[config.mk]
export PLATFORM = sky130hd
export DESIGN_NAME = calc_arbiter
export DESIGN_NICKNAME = d
export VERILOG_FILES = /design/src/rtl/calc_arbiter.sv
export SDC_FILE = /design/constraint.sdc
export NUM_CORES = 1
export LEC_CHECK = 0
export BUFFER_PORTS_ARGS = -buffer_cell sky130_fd_sc_hd__buf_2
export CAP_MARGIN = 20
export CORE_MARGIN = 8
export CORE_UTILIZATION = 35
export CTS_CLUSTER_SIZE = 10
export DETAILED_ROUTE_END_ITERATION = 8
export HOLD_SLACK_MARGIN = 0.05
export RECOVER_POWER = 50
export REMOVE_ABC_BUFFERS = 1
export SYNTH_ARGS = -nofsm -noshare
export SYNTH_HDL_FRONTEND = slang
export SYNTH_SLANG_ARGS = --single-unit
[constraint.sdc]
create_clock -name clk -period 2.35 [get_ports clk]
set_input_delay 0.5875 -clock clk [delete_from_list [all_inputs] [get_ports clk]]
set_output_delay 0.5875 -clock clk [all_outputs]
set_load 0.005 [all_outputs]
[src/rtl/calc_arbiter.sv]
// calc_arbiter: round-robin front end that shares one add/sub/mul datapath and a
// sequential divider among NUM_REQ requesters, with one operation in flight.
module calc_arbiter #(
    parameter int NUM_REQ     = 4,
    parameter int WIDTH       = 8,
    parameter int DIV_TIMEOUT = 64
) (
    input  logic                                             clk,
    input  logic                                             rst_n,
    input  logic [NUM_REQ-1:0]                               req_valid,
    output logic [NUM_REQ-1:0]                               req_ready,
    input  logic [2*NUM_REQ-1:0]                             req_op,
    input  logic [WIDTH*NUM_REQ-1:0]                         req_a,
    input  logic [WIDTH*NUM_REQ-1:0]                         req_b,
    output logic [1:0]                                       alu_op,
    output logic [WIDTH-1:0]                                 alu_a,
    output logic [WIDTH-1:0]                                 alu_b,
    input  logic [2*WIDTH-1:0]                               alu_res,
    output logic                                             div_start,
    input  logic                                             div_done,
    input  logic [WIDTH-1:0]                                 div_quot,
    input  logic [WIDTH-1:0]                                 div_rem,
    output logic                                             rsp_valid,
    input  logic                                             rsp_ready,
    output logic [((NUM_REQ > 1) ? $clog2(NUM_REQ) : 1)-1:0] rsp_id,
    output logic [2*WIDTH-1:0]                               rsp_result,
    output logic [WIDTH-1:0]                                 rsp_rem,
    output logic                                             rsp_err,
    output logic                                             busy
);

    localparam int ID_W  = (NUM_REQ > 1) ? $clog2(NUM_REQ) : 1;
    localparam int IDX_W = ID_W + 1;
    localparam int CNT_W = $clog2(DIV_TIMEOUT + 1);

    typedef enum logic [1:0] {
        IDLE     = 2'd0,
        EXEC     = 2'd1,
        WAIT_DIV = 2'd2,
        RESP     = 2'd3
    } state_t;

    state_t             state_r;
    state_t             state_s;
    logic [ID_W-1:0]    ptr_r;
    logic [ID_W-1:0]    id_r;
    logic [ID_W-1:0]    grant_s;
    logic               grant_vld_s;
    logic               hit_s;
    logic [IDX_W-1:0]   idx_s;
    logic [1:0]         sel_op_s;
    logic [WIDTH-1:0]   sel_a_s;
    logic [WIDTH-1:0]   sel_b_s;
    logic [1:0]         op_r;
    logic [WIDTH-1:0]   a_r;
    logic [WIDTH-1:0]   b_r;
    logic [CNT_W-1:0]   cnt_r;
    logic [2*WIDTH-1:0] res_r;
    logic [WIDTH-1:0]   rem_r;
    logic               err_r;
    logic               div_go_s;
    logic               timeout_s;

    // Round-robin search starting one past the last winner, wrapping once.
    always_comb begin
        grant_s     = '0;
        grant_vld_s = 1'b0;
        hit_s       = 1'b0;
        idx_s       = '0;
        for (int i = 0; i < NUM_REQ; i++) begin
            idx_s       = {1'b0, ptr_r} + IDX_W'(i + 1);
            idx_s       = (idx_s >= IDX_W'(NUM_REQ)) ? (idx_s - IDX_W'(NUM_REQ)) : idx_s;
            hit_s       = !grant_vld_s && req_valid[idx_s[ID_W-1:0]];
            grant_s     = hit_s ? idx_s[ID_W-1:0] : grant_s;
            grant_vld_s = grant_vld_s | hit_s;
        end
    end

    // Operand mux selecting the winning requester's slices.
    always_comb begin
        sel_op_s = 2'b00;
        sel_a_s  = '0;
        sel_b_s  = '0;
        for (int i = 0; i < NUM_REQ; i++) begin
            sel_op_s = sel_op_s | (req_op[2*i +: 2] & {2{grant_s == ID_W'(i)}});
            sel_a_s  = sel_a_s  | (req_a[WIDTH*i +: WIDTH] & {WIDTH{grant_s == ID_W'(i)}});
            sel_b_s  = sel_b_s  | (req_b[WIDTH*i +: WIDTH] & {WIDTH{grant_s == ID_W'(i)}});
        end
    end

    // Grant is combinational so the winner sees ready in its request cycle.
    always_comb begin
        req_ready = '0;
        if (rst_n && (state_r == IDLE) && grant_vld_s) begin
            req_ready[grant_s] = 1'b1;
        end else begin
            req_ready = '0;
        end
    end

    assign div_go_s  = (op_r == 2'b11) && (b_r != '0);
    assign timeout_s = (cnt_r == CNT_W'(DIV_TIMEOUT - 1));

    // Next-state logic; div_done takes precedence over the timeout.
    always_comb begin
        state_s = state_r;
        case (state_r)
            IDLE: begin
                if (grant_vld_s) state_s = EXEC;
                else             state_s = IDLE;
            end
            EXEC: begin
                if (div_go_s) state_s = WAIT_DIV;
                else          state_s = RESP;
            end
            WAIT_DIV: begin
                if (div_done || timeout_s) state_s = RESP;
                else                       state_s = WAIT_DIV;
            end
            RESP: begin
                if (rsp_ready) state_s = IDLE;
                else           state_s = RESP;
            end
            default: state_s = IDLE;
        endcase
    end

    // State register.
    always_ff @(posedge clk or negedge rst_n) begin
        if (!rst_n) state_r <= IDLE;
        else        state_r <= state_s;
    end

    // Operand latch at accept and result capture on the way into RESP.
    always_ff @(posedge clk or negedge rst_n) begin
        if (!rst_n) begin
            ptr_r <= ID_W'(NUM_REQ - 1);
            id_r  <= '0;
            op_r  <= 2'b00;
            a_r   <= '0;
            b_r   <= '0;
            cnt_r <= '0;
            res_r <= '0;
            rem_r <= '0;
            err_r <= 1'b0;
        end else begin
            case (state_r)
                IDLE: begin
                    if (grant_vld_s) begin
                        op_r  <= sel_op_s;
                        a_r   <= sel_a_s;
                        b_r   <= sel_b_s;
                        id_r  <= grant_s;
                        ptr_r <= grant_s;
                    end
                end
                EXEC: begin
                    case (op_r)
                        2'b00, 2'b01: begin
                            res_r <= {{WIDTH{1'b0}}, alu_res[WIDTH-1:0]};
                            rem_r <= '0;
                            err_r <= 1'b0;
                        end
                        2'b10: begin
                            res_r <= alu_res;
                            rem_r <= '0;
                            err_r <= 1'b0;
                        end
                        default: begin
                            if (b_r == '0) begin
                                res_r <= '1;
                                rem_r <= a_r;
                                err_r <= 1'b1;
                            end else begin
                                cnt_r <= '0;
                            end
                        end
                    endcase
                end
                WAIT_DIV: begin
                    cnt_r <= cnt_r + CNT_W'(1);
                    if (div_done) begin
                        res_r <= {{WIDTH{1'b0}}, div_quot};
                        rem_r <= div_rem;
                        err_r <= 1'b0;
                    end else if (timeout_s) begin
                        res_r <= '0;
                        rem_r <= '0;
                        err_r <= 1'b1;
                    end
                end
                default: begin
                end
            endcase
        end
    end

    assign alu_op     = op_r;
    assign alu_a      = a_r;
    assign alu_b      = b_r;
    assign div_start  = (state_r == EXEC) && div_go_s;
    assign rsp_valid  = (state_r == RESP);
    assign rsp_id     = id_r;
    assign rsp_result = res_r;
    assign rsp_rem    = rem_r;
    assign rsp_err    = err_r;
    assign busy       = (state_r != IDLE);

endmodule

==> summary.md <==
| Metric | Value |
|---|---|
| H-tree depth | `2` |
| Starting Density | `0.3562` |
| DPL Wire Length | `8784 um` |
| Pleak | `2.198 nW` |
| Internal power | `about 3.6 mW` |
| Clock transition at path regs | `0.10 ns` |
| Antenna violations before repair | `0` |
| DRC violation count after routing | `0` |
| Vias | `3325` |
| Io pins | `about 160` |
| Post-Place Cells | `between 600 and 700` |
| Final GP Congestion | `0.8251` |
| Post-route clock period utilization | `0.9617` |
| Main synth FF type | `dfrtp_1` |
| Largest net degree at the start of global routing | `between 40 and 50` |
| Die Ht | `roughly 120 um` |
| Hold Vio Cnt, Final | `0` |
| Crit path largest cell delay | `just under 0.7 ns` |
| HP Class | `input port to asynchronous set/reset pin` |
| Root Driver | `clkbuf_8` |
| Layout cells sized above 1 | `0.4277` |
| Part of the power in registers | `0.290` |
| # nets final | `approximately 640` |
| Post-synth EDFFs | `0` |
| Reg-to-reg endpoint | `alu_a[5]$_DFFE_PN0P_` |
| Num CTS Buffers | `5` |
| Area growth, synth to finish | `32.50%` |
| Worst Reg-to-Reg Cells | `7` |
| Drt wl/cell | `around 18 um` |
| Post-Syn Area | `approximately 3400 um^2` |
| Port Buffers | `between 150 and 200` |
| Crit path max-delay family | `flip-flops` |
| Tot Pwr | `between 6 and 7 mW` |
| Post-synth top area share | `0.3917` |
| Worst Clk Skew | `approximately 0.016 ns` |
| Hold buffers post-CTS | `0` |
| Post-Layout Cell Count | `about 650` |
| Top post-synthesis cells by area | `dfrtp_1 39%, mux2_4 8.7%, nor2_1 5.7%, o21ai_0 4.8%, a221oi_1 4.6%` |
| Site Rows | `36` |
| Bufs and invs on worst path | `1` |
| Distinct cell type count after synthesis | `45` |
| Avg Synthesized Cell Area | `around 10 um^2` |
| Warnings from Yosys | `0` |
| Slew HR | `0.2899` |
| CTS tree | `done` |
| Antenna Nets Post-Route | `0` |
| Crit-path max FO | `9` |
| Die span in x | `115.3 um` |
| Tightest Pin Transition | `between 1 and 1.5 ns` |
| Kind of critical path | `register to primary output` |
| Slowest CP cell | `dfstp_4` |
| Outcome | `finished clean` |
| Most frequent cells after synthesis | `54 x dfrtp_1, 52 x nor2_1, 33 x o21ai_0, 20 x mux2_4, 18 x a221oi_1` |
| Power Density | `between 1000 and 1500 nW/um^2` |
| TritonRoute pass-1 iters | `4` |
| RSZ-0062 raised after global routing | `false` |
| Fmax achieved | `between 0.4 and 0.5 GHz` |
| Most common cell in the netlist | `dfrtp_1` |
| # setup viols final | `0` |
| Fin crit period | `2.260 ns` |
| Critical path arrival | `~1.7 ns` |
| Switching power | `around 2.5 mW` |
| Asr flop ratio synth | `1.000` |
| Ant diodes | `0` |
| Die ar. | `13290 um^2` |
| Worst r2r src | `ptr_r[1]$_DFFE_PN1P_` |
| CP endpoint kind | `primary output` |
| Worst path cell trace | `o22ai_1, a32o_1, and3_1, buf_2` |
| Clk sink count | `56` |
| Clk_lat worst skew | `0.32 ns` |
| Reg2Reg Setup Slack | `~0.15 ns` |
| Logic pwr share | `0.620` |
| Clock power frac | `0.090` |
| VDD IR max | `0.5457 mV` |
| Worst EP required | `about 1.8 ns` |
| Syn Inst Count | `~350` |
| Longest Clk Path Bufs | `2` |
| First-pass GRT wire length | `roughly 18000 um` |
| CP Launch Type | `register` |
| Number of synthesized register bits | `56` |
| Final count of pins violating max slew | `0` |
| Vias per cell | `5.100` |
| Sw frac | `0.4096` |
| Final WL | `approximately 11000 um` |
| DR iter-0 viols | `about 180` |
| Total core area | `about 9700 um^2` |
| GRT Residual Overflow | `0` |
| GRT Total Usage | `0.1681` |
| Sequential fraction of the synthesis area | `0.4070` |
| Max cap viols | `0` |
| Vias in the first global route | `3519` |
| Area leader, netlist | `dfrtp_1` |
| Hold_ws | `0.2424 ns` |
==> power by group through the flow <==
| stage | logic [mW] | registers, mW | clock network [mW] |
|---|---|---|---|
| final | 3.80 | 1.78 | 0.554 |
| after global placement | 3.67 | 1.80 | 0 |
| after detailed placement | 3.75 | 1.81 | 0 |
| after CTS | 3.79 | 1.79 | 0.577 |
| after global routing | 4.19 | 1.84 | 0.623 |
| after floorplan | 2.38 | 1.78 | 0 |
==> state kept, by name, indices dropped and copies added (netlist names) <==
| register | flops |
|---|---|
| rsp_result | 16 |
| alu_a | 8 |
| alu_b | 8 |
| rsp_rem | 8 |
| cnt_r | 7 |
| alu_op | 2 |
| ptr_r | 2 |
| rsp_id | 2 |
| state_r | 2 |
| rsp_err | 1 |
==> layout make-up <==
type,instances,area [um^2]
timing repair buffer,188,991.0
clock inverter,3,26.28
fill,969,5114
inverter,15,56.30
clock buffer,5,68.82
sequential,56,1408
tap,133,166.4
multi-input combinational,252,1854
==> cell usage in the layout (no fill, tap or decap), types with 3 or more instances in the layout <==
master	instances
nand2b_1	5
o31ai_1	5
mux2_4	20
nor2b_1	3
o21ai_0	33
clkbuf_8	5
ha_1	5
o2bb2ai_1	9
nand2_1	12
mux2_2	13
o22ai_1	11
a221oi_1	18
dfrtp_1	54
and2_1	4
and3_1	4
clkbuf_1	17
buf_2	147
inv_1	15
a22o_1	9
buf_4	20
a21oi_1	11
mux2i_1	11
nor2_1	52
==> what timing repair did <==
action,CTS,global route
resized for setup,1,2
cloned,0,0
setup endpoints to repair,3,2
pin swaps,0,0
buffers inserted,1,4
==> kinds of logic (layout without fill, tap and decap cells) <==
group,count (synthesis),after routing,synth area share
and+or+nand+nor,92,92,0.1226
muxes,44,44,0.1614
adders and majority gates,6,6,0.02176
AOI/OAI and AO/OA,110,110,0.2278
buffers and inverters,41,211,0.05949
DFF,56,56,0.4070
==> metrics by stage <==
step | utilization | worst slack, ns | TNS, ns | instance area, um^2
after floorplan | - | -0.3671 | -4.595 | 3301
after global placement | 0.4587 | 0.1041 | 0 | 4442
after detailed placement | 0.4587 | 0.05607 | 0 | 4442
after CTS | 0.4700 | 0.01108 | 0 | 4552
after global routing | 0.4720 | 0.02344 | 0 | 4571
final | 0.4720 | 0.09000 | 0 | 4571
==> routing by layer <==
layer	vias to the layer above	global-route usage	wire length (um)
li1	1615	-	-
met1	1581	0.2171	5052
met2	124	0.2751	5372
met3	5	0.03887	891
met4	0	0.04466	95
met5	-	0	0
==> how the worst max path moves through the flow <==
stage	from	to	depth (start not counted)
3_3_place_gp	req_valid[1]	req_ready[3]	5
5_1_grt	state_r[0]$_DFF_PN0_	req_ready[3]	6
3_5_place_dp	req_valid[1]	req_ready[3]	5
2_1_floorplan	req_valid[3]	req_ready[0]	3
4_1_cts	ptr_r[1]$_DFFE_PN1P_	req_ready[3]	4
6_report	ptr_r[1]$_DFFE_PN1P_	req_ready[3]	4
==> worst reg2reg max path: stages, from the launching register on <==
cell and delay, ns:
dfstp_4 0.68, clkbuf_2 0.18, nand2_1 0.14, o21a_1 0.16
o221ai_4 0.18, buf_4 0.25, mux2_2 0.37, o2bb2ai_1 0.13
Note: power is estimated with default switching activity, not from simulation.
